<file path="config.mk">
export PLATFORM = sky130hd
export DESIGN_NAME = log_reader
export DESIGN_NICKNAME = d
export VERILOG_FILES = /design/src/rtl/log_reader.sv
export SDC_FILE = /design/constraint.sdc
export NUM_CORES = 1
export LEC_CHECK = 0
export CAP_MARGIN = 20
export CORE_UTILIZATION = 48
export CTS_CLUSTER_SIZE = 16
export DETAILED_ROUTE_END_ITERATION = 10
export PLACE_DENSITY = 0.81
export SYNTH_ARGS = -nofsm -noshare
export SYNTH_HDL_FRONTEND = slang
export SYNTH_SLANG_ARGS = --single-unit
</file>
<file path="constraint.sdc">
create_clock -name clk -period 4.7 [get_ports clk]
set_input_delay 0.94 -clock clk [delete_from_list [all_inputs] [get_ports clk]]
set_output_delay 0.94 -clock clk [all_outputs]
set_load 0.05 [all_outputs]
</file>
<file path="src/rtl/log_reader.sv">
`default_nettype none
// ============================================================================
//  Module      : log_reader
//  Description : Read-out side of the log RAM. Once the log RAM is full
//                (i_rdy_log), walks the RAM from address 0 to RAM_DEPTH-1,
//                one word per micro NEXT command, and presents each word with
//                a valid flag for micro readback. Commands are edge-detected
//                on the held micro command register.
//  Revision    : 1.0 - initial release
// ============================================================================
module log_reader #(
    parameter int LOG_RAM_EXP      = 15,
    parameter int NB_DATA          = 32,
    parameter int NB_MICRO_COMMAND = 8
) (
    input  logic                        clk,
    input  logic                        rst,
    input  logic [NB_MICRO_COMMAND-1:0] i_micro_com,
    input  logic                        i_rdy_log,
    input  logic [NB_DATA-1:0]          i_ram_data,
    output logic [LOG_RAM_EXP-1:0]      o_ram_addr,
    output logic [NB_DATA-1:0]          o_data,
    output logic                        o_data_valid,
    output logic                        o_read_done
);

    // Micro command codes; every other value is ignored.
    localparam logic [NB_MICRO_COMMAND-1:0] c_cmd_start = NB_MICRO_COMMAND'(50);
    localparam logic [NB_MICRO_COMMAND-1:0] c_cmd_next  = NB_MICRO_COMMAND'(51);
    localparam logic [NB_MICRO_COMMAND-1:0] c_cmd_abort = NB_MICRO_COMMAND'(53);

    // Last word address: the counter stops here and never wraps.
    localparam logic [LOG_RAM_EXP-1:0] c_last_addr = {LOG_RAM_EXP{1'b1}};

    // FSM state encoding.
    localparam logic [2:0] c_st_idle    = 3'd0;
    localparam logic [2:0] c_st_fetch   = 3'd1;
    localparam logic [2:0] c_st_capture = 3'd2;
    localparam logic [2:0] c_st_hold    = 3'd3;
    localparam logic [2:0] c_st_done    = 3'd4;

    logic [2:0]                  state_q,      state_d;
    logic [LOG_RAM_EXP-1:0]      counter_q,    counter_d;
    logic [NB_DATA-1:0]          data_q,       data_d;
    logic                        data_valid_q, data_valid_d;
    logic                        read_done_q,  read_done_d;
    logic [NB_MICRO_COMMAND-1:0] prev_com_q,   prev_com_d;

    logic w_ev_start;
    logic w_ev_next;
    logic w_ev_abort;
    logic w_start_ok;

    // Rising-edge detection of each command level: a held command yields
    // one event only; the micro must write another value to repeat it.
    always_comb begin
        w_ev_start = (i_micro_com == c_cmd_start) && (prev_com_q != c_cmd_start);
        w_ev_next  = (i_micro_com == c_cmd_next)  && (prev_com_q != c_cmd_next);
        w_ev_abort = (i_micro_com == c_cmd_abort) && (prev_com_q != c_cmd_abort);
        // i_rdy_log only gates START; dropping it mid-read has no effect.
        w_start_ok = w_ev_start && i_rdy_log;
    end

    // Next-state logic. ABORT overrides everything; events that do not
    // apply to the current state are dropped rather than queued.
    always_comb begin
        state_d      = state_q;
        counter_d    = counter_q;
        data_d       = data_q;
        data_valid_d = data_valid_q;
        read_done_d  = read_done_q;
        prev_com_d   = i_micro_com;

        if (w_ev_abort) begin
            // o_data is deliberately left holding the last captured word.
            state_d      = c_st_idle;
            counter_d    = '0;
            data_valid_d = 1'b0;
            read_done_d  = 1'b0;
        end else begin
            case (state_q)
                c_st_idle: begin
                    if (w_start_ok) begin
                        state_d   = c_st_fetch;
                        counter_d = '0;
                    end
                end
                c_st_fetch: begin
                    // Address is on o_ram_addr this cycle; the RAM returns
                    // the word one clock later.
                    state_d = c_st_capture;
                end
                c_st_capture: begin
                    // Only place o_data changes, so it is stable while valid.
                    state_d      = c_st_hold;
                    data_d       = i_ram_data;
                    data_valid_d = 1'b1;
                end
                c_st_hold: begin
                    if (w_ev_next) begin
                        data_valid_d = 1'b0;
                        if (counter_q == c_last_addr) begin
                            state_d     = c_st_done;
                            read_done_d = 1'b1;
                        end else begin
                            state_d   = c_st_fetch;
                            counter_d = counter_q + 1'b1;
                        end
                    end
                end
                c_st_done: begin
                    if (w_start_ok) begin
                        state_d     = c_st_fetch;
                        counter_d   = '0;
                        read_done_d = 1'b0;
                    end
                end
                default: begin
                    state_d      = c_st_idle;
                    counter_d    = '0;
                    data_valid_d = 1'b0;
                    read_done_d  = 1'b0;
                end
            endcase
        end
    end

    // State and output registers with synchronous active-high reset.
    always_ff @(posedge clk) begin
        if (rst) begin
            state_q      <= c_st_idle;
            counter_q    <= '0;
            data_q       <= '0;
            data_valid_q <= 1'b0;
            read_done_q  <= 1'b0;
            prev_com_q   <= '0;
        end else begin
            state_q      <= state_d;
            counter_q    <= counter_d;
            data_q       <= data_d;
            data_valid_q <= data_valid_d;
            read_done_q  <= read_done_d;
            prev_com_q   <= prev_com_d;
        end
    end

    // The RAM address is the word counter in every state.
    always_comb begin
        o_ram_addr   = counter_q;
        o_data       = data_q;
        o_data_valid = data_valid_q;
        o_read_done  = read_done_q;
    end

endmodule
`default_nettype wire

</file>
Word-level counts from Yosys, hierarchy flattened
Cells that the tools add are included.
{"block": "totals", "register_bits": 60, "in_bits": 43, "elab_cells": 56}
{"block": "op_classes", "addsub": 1, "eq_ne": 16, "mux": 14, "bitwise": 4, "reduce_logical": 15}
{"cell": "two-way mux 15 bit", "count": 3}
{"cell": "case mux 15 bit (3 select lines)", "count": 1}
{"cell": "equality test 8 x 6 -> 1 bit, second input constant", "count": 3}
{"cell": "!= test 8 x 6 -> 1 bit, second input constant", "count": 3}
{"cell": "adder 15 x 1 -> 15 bit, second input constant", "count": 1}
{"cell": "equality test 15 bit, second input constant", "count": 1}
{"cell": "case mux 3 bit (4 select lines)", "count": 1}
{"cell": "two-way mux 3 bit", "count": 3}
{"cell": "!= test 2 bit, second input constant", "count": 4}
{"cell": "AND reduction 4 bit", "count": 2}
{"cell": "equality test 3 x 2 -> 1 bit, second input constant", "count": 2}
{"cell": "case mux 1 bit (3 select lines)", "count": 2}
{"cell": "AND reduction 2 bit", "count": 3}
{"cell": "OR reduction 2 bit", "count": 3}
{"cell": "OR reduction 3 bit", "count": 2}
{"cell": "logical AND 1 bit", "count": 4}
{"cell": "two-way mux 1 bit", "count": 4}
{"cell": "NOT 1 bit", "count": 4}
{"cell": "equality test 3 x 1 -> 1 bit, second input constant", "count": 1}
{"cell": "equality test 3 bit, second input constant", "count": 1}
{"cell": "logical NOT 3 bit", "count": 1}
{"cell": "!= test 2 x 1 -> 1 bit, second input constant", "count": 1}

Logic depth before layout (Yosys ltp)
Gate-level depths: netlist of run 1.
{"block": "logic_depth", "word_depth": 5, "depth_mapped": 7}

Worst setup path after synthesis of run 1
Ideal clock, no wire load.
{"block": "synth_path", "path_type": "input -> register", "start": "input port i_micro_com[6]", "end": "register counter_q[9], in the netlist o_ram_addr[9]", "setup_ns": 0.117, "arrival_ns": 2.337, "path_slack_ns": 2.245, "path_stages": 5, "n_path_buf": 0, "path_cell_list": "and4bb_2 -> nand4b_1 -> o21a_1 -> or4_1 -> a32o_1"}
{"block": "synth_between", "elab_chain_len": 5, "word_cells_on_any_way": 11}
{"element": "start: declaration", "line_no": "18", "rtl": "input logic [NB_MICRO_COMMAND-1:0] i_micro_com,"}
{"element": "equality test 8 x 6 -> 1 bit", "line_no": "57", "rtl": "w_ev_start = (i_micro_com == c_cmd_start) && (prev_com_q != c_cmd_start);"}
{"element": "logical AND 1 bit", "line_no": "57"}
{"element": "logical AND 1 bit", "line_no": "61", "rtl": "w_start_ok = w_ev_start && i_rdy_log;"}
{"element": "!= test 2 x 1 -> 1 bit (no line)"}
{"element": "AND reduction 4 bit (no line)"}
{"element": "end signal: assignment", "line_no": "139", "rtl": "counter_q <= counter_d;"}
{"element": "end: declaration", "line_no": "43", "rtl": "logic [LOG_RAM_EXP-1:0] counter_q, counter_d;"}
Several ways; a longest one is shown, not always the timed one.
A chain may end at the register's enable or synchronous reset.

Final worst setup path of run 1
Same ends and word-level chain as after synthesis.

==> run summary, run 1 <==
===============================================================================
Highest fanout seen on the critical path                                     16
Max Freq                                                              0.356 GHz
FF-to-FF Start                                                     o_ram_addr[0]
Worst min-delay path class                                         register to register
Row cnt                                                                      26
Setup repair after global routing missed its margin                       false
Cells taking the most area after synthesis                         sky130_fd_sc_hd__dfxtp_1 45%, sky130_fd_sc_hd__nand2_1 11%, sky130_fd_sc_hd__a21oi_1 8.3%, sky130_fd_sc_hd__clkbuf_1 3.1%, sky130_fd_sc_hd__nor2b_1 3.1%
Vias in the first global route                                            2,563
Post-synthesis instance area                                           2660 um2
ANT cells                                                                     0
Result of the run                                                  finished, final reports clean
Cts repair resizes                                                            0
Synth area leader                                                  sky130_fd_sc_hd__dfxtp_1
Power density of the placed cells                                    368 nW/um2
Synthesis-to-finish area growth                                           44.4%
Number of storage elements in the synthesis netlist                          60
Worst Min Path Start                                                  o_data[1]
Async S/R FF share, synth                                                    0%
Routed vias/inst                                                           5.67
Pre-CTS worst setup slack                                               1540 ps
Proportion of layout cells with a drive suffix above 1                    5.71%
Crit start category                                                   input pin
Worst path required time                                                4920 ps
Share of the synthesized area in the top cell type                        45.2%
Number of buffers added to fix hold violations after cts                      0
Horizontal die dimension                                                76.4 um
Detailed Route Iter0 Violations                                             296
Flip-flop cell with the highest count after synthesis              sky130_fd_sc_hd__dfxtp_1
Deepest level of the CTS H-tree                                               3
Maximum buffer depth of the clock tree                                        2
CTS clk-pin slew, worst paths                                             70 ps
Maximum ir drop on the vdd rail                                          250 uV
Sequential share of the synthesized area                                  45.2%
GRT Overall Usage                                                         25.9%
Largest net degree at the start of global routing                            42
Routed Antenna Nets                                                           0
Global-route wire length before repair                                  12.1 mm
Post-layout min period                                                  2810 ps
Clock insertion delay at the later pin of the skew report                330 ps
Sequential cell area in the final layout                               1200 um2
Area used by multi-input combinational logic                           1360 um2
Number of endpoints with negative hold slack in the final report              0
Total of warnings raised by yosys                                             0
Number of cell instances on the worst register-to-register path               6
Starting density of the core                                              51.0%
Initial antenna violation count                                               0
Worst slew margin relative to its limit                                   48.3%
Worst-Margin Slew                                                        773 ps
Final Skew                                                              6.15 ps
Sum Neg Setup Slack                                                        0 ps
EDFF count, synth                                                             0
Clock tree sinks                                                             60
DRT Wirelength                                                          7.51 mm
Net count of the mapped netlist                                             376
CP arrival                                                              3030 ps
Net count of the finished layout                                            459
Detailed-routing iteration count for the pre-antenna-repair pass              5
Worst-case hold slack                                                    454 ps
Final setup violation count                                                   0
Number of DRC violations after detailed routing                               0
Cell area reported after detailed placement                            3600 um2
Number of post-CTS setup repair buffers                                       0
Post-route clock period utilization                                       59.8%
Post-layout worst setup margin                                          1890 ps
Cell variety after synth                                                     47
Clock buffer count from CTS                                                   9
Kind of critical path                                              input pin to register
Synth Area per Inst                                                    8.00 um2
Die span in y                                                           76.4 um
CTS tree                                                                    yes
Leak Pwr                                                             0.00128 uW
Fin. max-slew vios                                                            0
Global-route congestion overflow total                                        0
Die area                                                               5830 um2
Gate count after technology mapping                                         332
Final core utilization                                                    73.7%
IO Count                                                                     92
Wire per inst                                                           15.3 um
Root Buffer Master                                                 sky130_fd_sc_hd__clkbuf_8
Destination of the worst register-to-register timing path          o_ram_addr[10]
Final non-filler cell area                                             3830 um2
Worst hold stages                                                             2
Total via count after detailed routing                                    2,780
Sink of the worst hold path                                           o_data[1]
Number of maximum-capacitance constraint violations                           0
Number of buffers added on ports                                             91
Half-perimeter wire length of the detailed placement result             5.15 mm
RePlAce Congestion                                                        0.934
Worst Setup End Kind                                                   register
Fill cells                                                                  399
Core footprint                                                         5200 um2
Setup slack of the worst register-to-register path                      2290 ps
===============================================================================
-- report_power, final --
| group | internal, uW | switching, uW | total (uW) |
|---|---|---|---|
| logic | 114 | 194 | 308 |
| registers | 537 | 16.4 | 554 |
| clock network | 351 | 199 | 550 |
-- cells in the final DEF (no fill, tap or decap), types with 3 or more instances in the layout --
cell	instances
sky130_fd_sc_hd__o21ai_0	5
sky130_fd_sc_hd__nor2b_1	13
sky130_fd_sc_hd__nand3_1	8
sky130_fd_sc_hd__nand3b_1	3
sky130_fd_sc_hd__nand4_1	10
sky130_fd_sc_hd__nor4_1	6
sky130_fd_sc_hd__buf_4	5
sky130_fd_sc_hd__a21o_1	3
sky130_fd_sc_hd__o21a_1	3
sky130_fd_sc_hd__dfxtp_1	60
sky130_fd_sc_hd__nor2_1	10
sky130_fd_sc_hd__inv_1	3
sky130_fd_sc_hd__bufinv_16	3
sky130_fd_sc_hd__and4_1	4
sky130_fd_sc_hd__a31oi_1	3
sky130_fd_sc_hd__o41ai_1	4
sky130_fd_sc_hd__clkbuf_8	9
sky130_fd_sc_hd__a21oi_1	44
sky130_fd_sc_hd__and2_1	4
sky130_fd_sc_hd__nand2b_1	4
sky130_fd_sc_hd__clkdlybuf4s50_1	91
sky130_fd_sc_hd__nor3_1	7
sky130_fd_sc_hd__nand2_1	77
sky130_fd_sc_hd__or4_1	3
-- registers in the layout, indices dropped and copies added (netlist names) --
register      cells
state_q           3
prev_com_q        8
o_ram_addr       15
o_read_done       1
o_data_valid      1
o_data           32
-- final cells by class --
cell class	count	share of cell area, %
multi-input cells	245	35.3
flip-flops and latches	60	31.3
repair buffers	96	24.7
clock buffers	11	3.43
clock inverters	5	2.61
well taps	70	2.28
inverters	3	0.294
-- cells in the mapped netlist, types with 3 or more instances --
library cell	count
sky130_fd_sc_hd__dfxtp_1	60
sky130_fd_sc_hd__nand4_1	10
sky130_fd_sc_hd__inv_1	3
sky130_fd_sc_hd__a21oi_1	44
sky130_fd_sc_hd__nand3_1	8
sky130_fd_sc_hd__nand3b_1	3
sky130_fd_sc_hd__and2_1	4
sky130_fd_sc_hd__clkbuf_1	22
sky130_fd_sc_hd__or4_1	3
sky130_fd_sc_hd__a21o_1	3
sky130_fd_sc_hd__nor3_1	7
sky130_fd_sc_hd__and4_1	4
sky130_fd_sc_hd__nor2b_1	13
sky130_fd_sc_hd__o21ai_0	5
sky130_fd_sc_hd__nor4_1	6
sky130_fd_sc_hd__o41ai_1	4
sky130_fd_sc_hd__o21a_1	3
sky130_fd_sc_hd__nor2_1	10
sky130_fd_sc_hd__nand2b_1	4
sky130_fd_sc_hd__nand2_1	77
sky130_fd_sc_hd__a31oi_1	3
-- logic make-up (layout without fill, tap and decap cells) --
group	after synthesis	count (layout)	share of synthesized area, %
buffers and inverters	27	115	3.86
DFF	60	60	45.2
AOI/OAI and AO/OA	86	86	20.6
adders and majority gates	1	1	0.471
and+or+nand+nor	158	158	29.8
-- layer usage --
metal | vias to the layer above | track usage, % | wire, um
met3 | 17 | 8.14 | 702
met1 | 1265 | 31.4 | 3070
met4 | 0 | 11.7 | 131
met2 | 143 | 41.7 | 3610
met5 | - | 0 | 0
li1 | 1355 | - | -
-- worst max path at each step --
stage,slack (ps),cells past startpoint,endpoint,start
final,1890,6,o_ram_addr[9],i_micro_com[6]
after CTS,1900,6,o_ram_addr[12],i_micro_com[6]
after floorplan,2250,5,o_ram_addr[9],i_micro_com[6]
after detailed placement,1540,6,o_ram_addr[12],i_micro_com[6]
after global placement,1600,6,o_ram_addr[9],i_micro_com[6]
after global routing,1800,6,o_ram_addr[12],i_micro_com[6]
-- metrics by stage --
stage                     instances  power, uW
after floorplan                 332        757
after detailed placement        474        868
after CTS                       490       1420
after global routing            490       1470
after global placement          474        864
final                           490       1410
-- critical path, cell delays in order --
cell and delay, ps:
sky130_fd_sc_hd__clkdlybuf4s50_1 430, sky130_fd_sc_hd__and4bb_2 330, sky130_fd_sc_hd__nand4b_1 110, sky130_fd_sc_hd__o21a_1 390, sky130_fd_sc_hd__or4_1 580, sky130_fd_sc_hd__a32o_1 270
Power figures use the tool's default switching activity.
==> run 2, diff against run 1 <==
--- a/config.mk
+++ b/config.mk
@@ -6,10 +6,10 @@
 export NUM_CORES = 1
 export LEC_CHECK = 0
 export CAP_MARGIN = 20
-export CORE_UTILIZATION = 48
+export CORE_UTILIZATION = 41
 export CTS_CLUSTER_SIZE = 16
 export DETAILED_ROUTE_END_ITERATION = 10
-export PLACE_DENSITY = 0.81
+export PLACE_DENSITY = 0.74
 export SYNTH_ARGS = -nofsm -noshare
 export SYNTH_HDL_FRONTEND = slang
 export SYNTH_SLANG_ARGS = --single-unit
==> constraint.sdc (replaced) <==
create_clock -name clk -period 2.5 [get_ports clk]
set_input_delay 0.5 -clock clk [delete_from_list [all_inputs] [get_ports clk]]
set_output_delay 0.5 -clock clk [all_outputs]
set_load 0.05 [all_outputs]
==> run 2 against run 1 <==
Effect of this change: register-to-register slack lost 2000 ps; critical path depth up 1; global-route usage down 2.0 points; power up 77%; worst hold slack about the same; cell area increased by 2.1%; combinational power grew 97%; core utilization down 9.4 points; largest cell class unchanged; largest power group unchanged.
==> run summary, run 2 (synthesis results as in run 1) <==
===============================================================================
Result of the run                                                  finished, final reports clean
Clock network fraction of design power                                    33.9%
Post-route clock period utilization                                       88.9%
Wire per inst                                                           14.8 um
Internal cell power                                                     1700 uW
Number of post-CTS setup repair buffers                                       0
Detailed-routing iteration count for the pre-antenna-repair pass              4
Highest fanout seen on the critical path                                     10
DRT Wirelength                                                          7.52 mm
Fill cells                                                                  550
Power density of the placed cells                                    637 nW/um2
Number of maximum-capacitance constraint violations                           0
Critical path's largest stage delay                                      520 ps
Max FFs per register                                                         32
ANT cells                                                                     0
Routed vias/inst                                                           5.54
Root Buffer Master                                                 sky130_fd_sc_hd__clkbuf_8
Number of endpoints with negative hold slack in the final report              0
RePlAce Congestion                                                        0.935
Global-route wire length before repair                                  12.1 mm
Clock tree sinks                                                             60
Global-route congestion overflow total                                        0
Detailed Route Iter0 Violations                                             189
Die span in y                                                           82.5 um
Final Skew                                                              6.52 ps
Fin. max-slew vios                                                            0
Cell area reported after detailed placement                            3730 um2
Switching power                                                          792 uW
Cts repair resizes                                                            0
Synthesis-to-finish area growth                                           47.5%
Commonest cells after routing, fill and taps aside                 91 x sky130_fd_sc_hd__clkdlybuf4s50_1, 77 x sky130_fd_sc_hd__nand2_1, 60 x sky130_fd_sc_hd__dfxtp_1
Switching share of total power                                            31.7%
Maximum buffer depth of the clock tree                                        2
Setup repair after global routing missed its margin                       false
CTS tree                                                                    yes
Commonest non-fill, non-tap cell in the layout                     sky130_fd_sc_hd__clkdlybuf4s50_1
Final non-filler cell area                                             3920 um2
Bufs and invs on worst path                                                   1
Vias in the first global route                                            2,588
Number of DRC violations after detailed routing                               0
Worst slew margin relative to its limit                                   64.2%
Die area                                                               6800 um2
Worst path required time                                                2730 ps
CTS clk-pin slew, worst paths                                             70 ps
Total via count after detailed routing                                    2,816
IO Count                                                                     92
Slowest library cell on the worst path                             sky130_fd_sc_hd__or4_1
Area used by multi-input combinational logic                           1360 um2
Number of buffers added on ports                                             91
Half-perimeter wire length of the detailed placement result             5.24 mm
Max Freq                                                              0.450 GHz
Clock insertion delay at the later pin of the skew report                340 ps
Final setup violation count                                                   0
Crit start category                                                    register
Net count of the finished layout                                            472
CP arrival                                                              2450 ps
Leak Pwr                                                             0.00133 uW
Kind of critical path                                              register to register
Row cnt                                                                      28
Largest net degree at the start of global routing                            33
Initial antenna violation count                                               0
Sum Neg Setup Slack                                                        0 ps
Horizontal die dimension                                                82.5 um
GRT Overall Usage                                                         23.9%
Maximum ir drop on the vdd rail                                          552 uV
Number of buffers added to fix hold violations after cts                      0
Starting density of the core                                              43.6%
CP Cell Sequence                                                   ha_1 > nand3_1 > o41ai_1 > buf_4 > and2_1 > or4_1 > a32o_1
Setup slack of the worst register-to-register path                       280 ps
Sequential Power Share                                                    41.7%
Top cell family by delay on the critical path                      simple AND/OR/NAND/NOR gates
Worst min-delay path class                                         register to register
Proportion of layout cells with a drive suffix above 1                    8.55%
Routed Antenna Nets                                                           0
Sequential cell area in the final layout                               1200 um2
Worst Setup End Kind                                                   register
Core footprint                                                         6100 um2
Deepest level of the CTS H-tree                                               3
Share of power burned in combinational logic                              24.4%
Post-layout min period                                                  2220 ps
Clock buffer count from CTS                                                   9
Sum of internal, switching and leakage power                            2500 uW
Worst-Margin Slew                                                        535 ps
===============================================================================
## run 2: worst paths after layout
kind            startpoint       endpoint  cells after the start
min              o_data[4]      o_data[4]                      2
min reg2reg      o_data[4]      o_data[4]                      2
max reg2reg  o_ram_addr[0]  o_ram_addr[9]                      7
max          o_ram_addr[0]  o_ram_addr[9]                      7
## run 2: layout make-up
cell class | instances | share of cell area (%)
clock buffer | 11 | 3.35
clock inverter | 5 | 1.34
inverter | 3 | 0.288
multi-input combinational | 245 | 34.6
sequential | 60 | 30.7
tap | 75 | 2.40
timing repair buffer | 109 | 27.3
## run 2: worst reg2reg max path, cell delays in order, from the launching register on
cell and delay [ps]:
sky130_fd_sc_hd__dfxtp_1 360, sky130_fd_sc_hd__ha_1 260, sky130_fd_sc_hd__nand3_1 170, sky130_fd_sc_hd__o41ai_1 110, sky130_fd_sc_hd__buf_4 150, sky130_fd_sc_hd__and2_1 290, sky130_fd_sc_hd__or4_1 520, sky130_fd_sc_hd__a32o_1 260
## run 2: stage by stage
stage	setup WS, ps	utilization [%]	instances	hold slack [ps]
2_1_floorplan	138	-	332	603
5_1_grt	115	64.2	508	471
3_5_place_dp	5.85	61.2	492	449
6_report	277	64.2	508	454
3_3_place_gp	44.7	61.2	492	441
4_1_cts	312	64.2	508	458
## run 2: power groups by stage
| stage | logic [uW] | registers, uW | clock network (uW) |
|---|---|---|---|
| 6_report | 608 | 1040 | 846 |
| 3_5_place_dp | 606 | 1060 | 0 |
| 5_1_grt | 657 | 1050 | 904 |
| 3_3_place_gp | 603 | 1060 | 0 |
| 4_1_cts | 608 | 1040 | 864 |
| 2_1_floorplan | 216 | 1210 | 0 |
## run 2: routing by layer
metal	track usage (%)	wire length (um)	vias up
li1	-	-	1383
met1	29.3	3180	1284
met2	36.6	3510	139
met3	10.0	744	10
met4	10.0	84	0
met5	0	0	-
==> run 3, diff against run 2 <==
--- a/config.mk
+++ b/config.mk
@@ -9,6 +9,7 @@
 export CORE_UTILIZATION = 41
 export CTS_CLUSTER_SIZE = 16
 export DETAILED_ROUTE_END_ITERATION = 10
+export MAX_ROUTING_LAYER = met4
 export PLACE_DENSITY = 0.74
 export SYNTH_ARGS = -nofsm -noshare
 export SYNTH_HDL_FRONTEND = slang
==> constraint.sdc (replaced) <==
create_clock -name clk -period 2.5 [get_ports clk]
set_input_delay 0.5 -clock clk [delete_from_list [all_inputs] [get_ports clk]]
set_output_delay 0.5 -clock clk [all_outputs]
set_load 0.02 [all_outputs]
==> run 3 against run 2 <==
Effect of this change: combinational power shrank 15%; non-clock buffer count did not move; routed wire length grew 2.9%; count of clock-buffer cells in the layout fell by 1; cell count unchanged; via count decreased by 0.43%; largest cell class unchanged; worst hold slack gained 1.4 ps; core utilization grew 0.66 points; global-route usage is 0.33 points higher.
==> run summary, run 3 (synthesis results as in run 1) <==
===============================================================================
Setup repair after global routing missed its margin                       false
Commonest cells after routing, fill and taps aside                 91 x sky130_fd_sc_hd__clkdlybuf4s50_1, 77 x sky130_fd_sc_hd__nand2_1, 60 x sky130_fd_sc_hd__dfxtp_1
Proportion of layout cells with a drive suffix above 1                    9.01%
Max Freq                                                              0.448 GHz
Number of endpoints with negative hold slack in the final report              0
Clock buffer count from CTS                                                   9
Core footprint                                                         6100 um2
Highest fanout seen on the critical path                                     10
Post-layout worst setup margin                                           269 ps
Filler-free cell count of the finished design                               508
Worst Setup End Kind                                                   register
DRT Wirelength                                                          7.73 mm
Commonest non-fill, non-tap cell in the layout                     sky130_fd_sc_hd__clkdlybuf4s50_1
Result of the run                                                  finished, final reports clean
Largest net degree at the start of global routing                            33
Detailed Route Iter0 Violations                                             273
Die area                                                               6800 um2
Number of buffers added to fix hold violations after cts                      0
Maximum buffer depth of the clock tree                                        2
Worst hold stages                                                             2
Area used by multi-input combinational logic                           1360 um2
Synthesis-to-finish area growth                                           49.0%
Routed vias/inst                                                           5.52
Sum Neg Setup Slack                                                        0 ps
Total via count after detailed routing                                    2,804
Clock tree sinks                                                             60
Max FFs per register                                                         32
Cts repair resizes                                                            0
Kind of critical path                                              register to register
CTS clk-pin slew, worst paths                                             70 ps
Final core utilization                                                    64.9%
CP arrival                                                              2460 ps
Half-perimeter wire length of the detailed placement result             5.34 mm
Leak Pwr                                                             0.00135 uW
Post-layout min period                                                  2230 ps
Number of maximum-capacitance constraint violations                           0
Starting density of the core                                              43.6%
Wire per inst                                                           15.2 um
ANT cells                                                                     0
Worst slew margin relative to its limit                                   71.2%
Sequential cell area in the final layout                               1200 um2
IO Count                                                                     92
Global-route wire length before repair                                  12.0 mm
Number of post-CTS setup repair buffers                                       0
GRT Overall Usage                                                         24.2%
RePlAce Congestion                                                        0.961
Global-route congestion overflow total                                        0
Post-route clock period utilization                                       89.2%
Pre-CTS worst setup slack                                              -23.3 ps
Die span in y                                                           82.5 um
Detailed-routing iteration count for the pre-antenna-repair pass              5
Total placed cells including tap cells                                      492
Deepest level of the CTS H-tree                                               3
Row cnt                                                                      28
CTS tree                                                                    yes
Routed Antenna Nets                                                           0
Power density of the placed cells                                    645 nW/um2
Crit start category                                                    register
Initial antenna violation count                                               0
Worst path required time                                                2730 ps
Maximum ir drop on the vdd rail                                          468 uV
Worst-Margin Slew                                                        427 ps
Root Buffer Master                                                 sky130_fd_sc_hd__clkbuf_8
Vias in the first global route                                            2,503
Net count of the finished layout                                            472
Number of DRC violations after detailed routing                               0
Final Skew                                                              11.7 ps
Final setup violation count                                                   0
Worst min-delay path class                                         register to register
Fin. max-slew vios                                                            0
Number of cell instances on the worst register-to-register path               7
Number of buffers added on ports                                             91
Fill cells                                                                  527
Horizontal die dimension                                                82.5 um
Clock insertion delay at the later pin of the skew report                340 ps
===============================================================================
[run 3: path summary, 6_finish.rpt]
path	start	endpoint	slack, ps
min	o_data[17]	o_data[17]	460
max	o_ram_addr[0]	o_ram_addr[9]	270
min reg2reg	o_data[17]	o_data[17]	460
max reg2reg	o_ram_addr[0]	o_ram_addr[9]	270
[run 3: per-layer routing]
layer	global-route usage [%]	up-vias	part of all wire (%)
met1	31.0	1259	44
met5	-	-	0
li1	-	1388	-
met4	9.30	0	2.0
met2	35.4	139	46
met3	7.58	18	8.0
[run 3: final cells by class]
type,instances,share of cell area (%)
inverter,3,0.285
sequential,60,30.4
tap,75,2.37
clock buffer,10,3.48
timing repair buffer,109,27.1
multi-input combinational,245,34.3
clock inverter,6,2.18
[run 3: metrics by stage]
step	cell area, um2	hold WS (ps)	power [uW]
final	3960	455	2550
after global routing	3960	473	2660
after floorplan	2660	533	1330
after global placement	3730	441	1570
after detailed placement	3730	448	1570
after CTS	3960	456	2560
[run 3: critical path, cell delays in order, from the launching register on]
cell and delay (ps):
sky130_fd_sc_hd__dfxtp_1 360, sky130_fd_sc_hd__ha_1 260, sky130_fd_sc_hd__nand3_1 180, sky130_fd_sc_hd__o41ai_1 110
sky130_fd_sc_hd__buf_4 150, sky130_fd_sc_hd__and2_1 280, sky130_fd_sc_hd__or4_1 520, sky130_fd_sc_hd__a32o_1 260
[run 3: power breakdown]
group / internal [uW] / leakage, uW / switching (uW)
sequential: 1010 / 0.000487 / 30.7
clock: 589 / 0.000113 / 406
combinational: 238 / 0.000747 / 278
total: 1840 / 0.00135 / 715
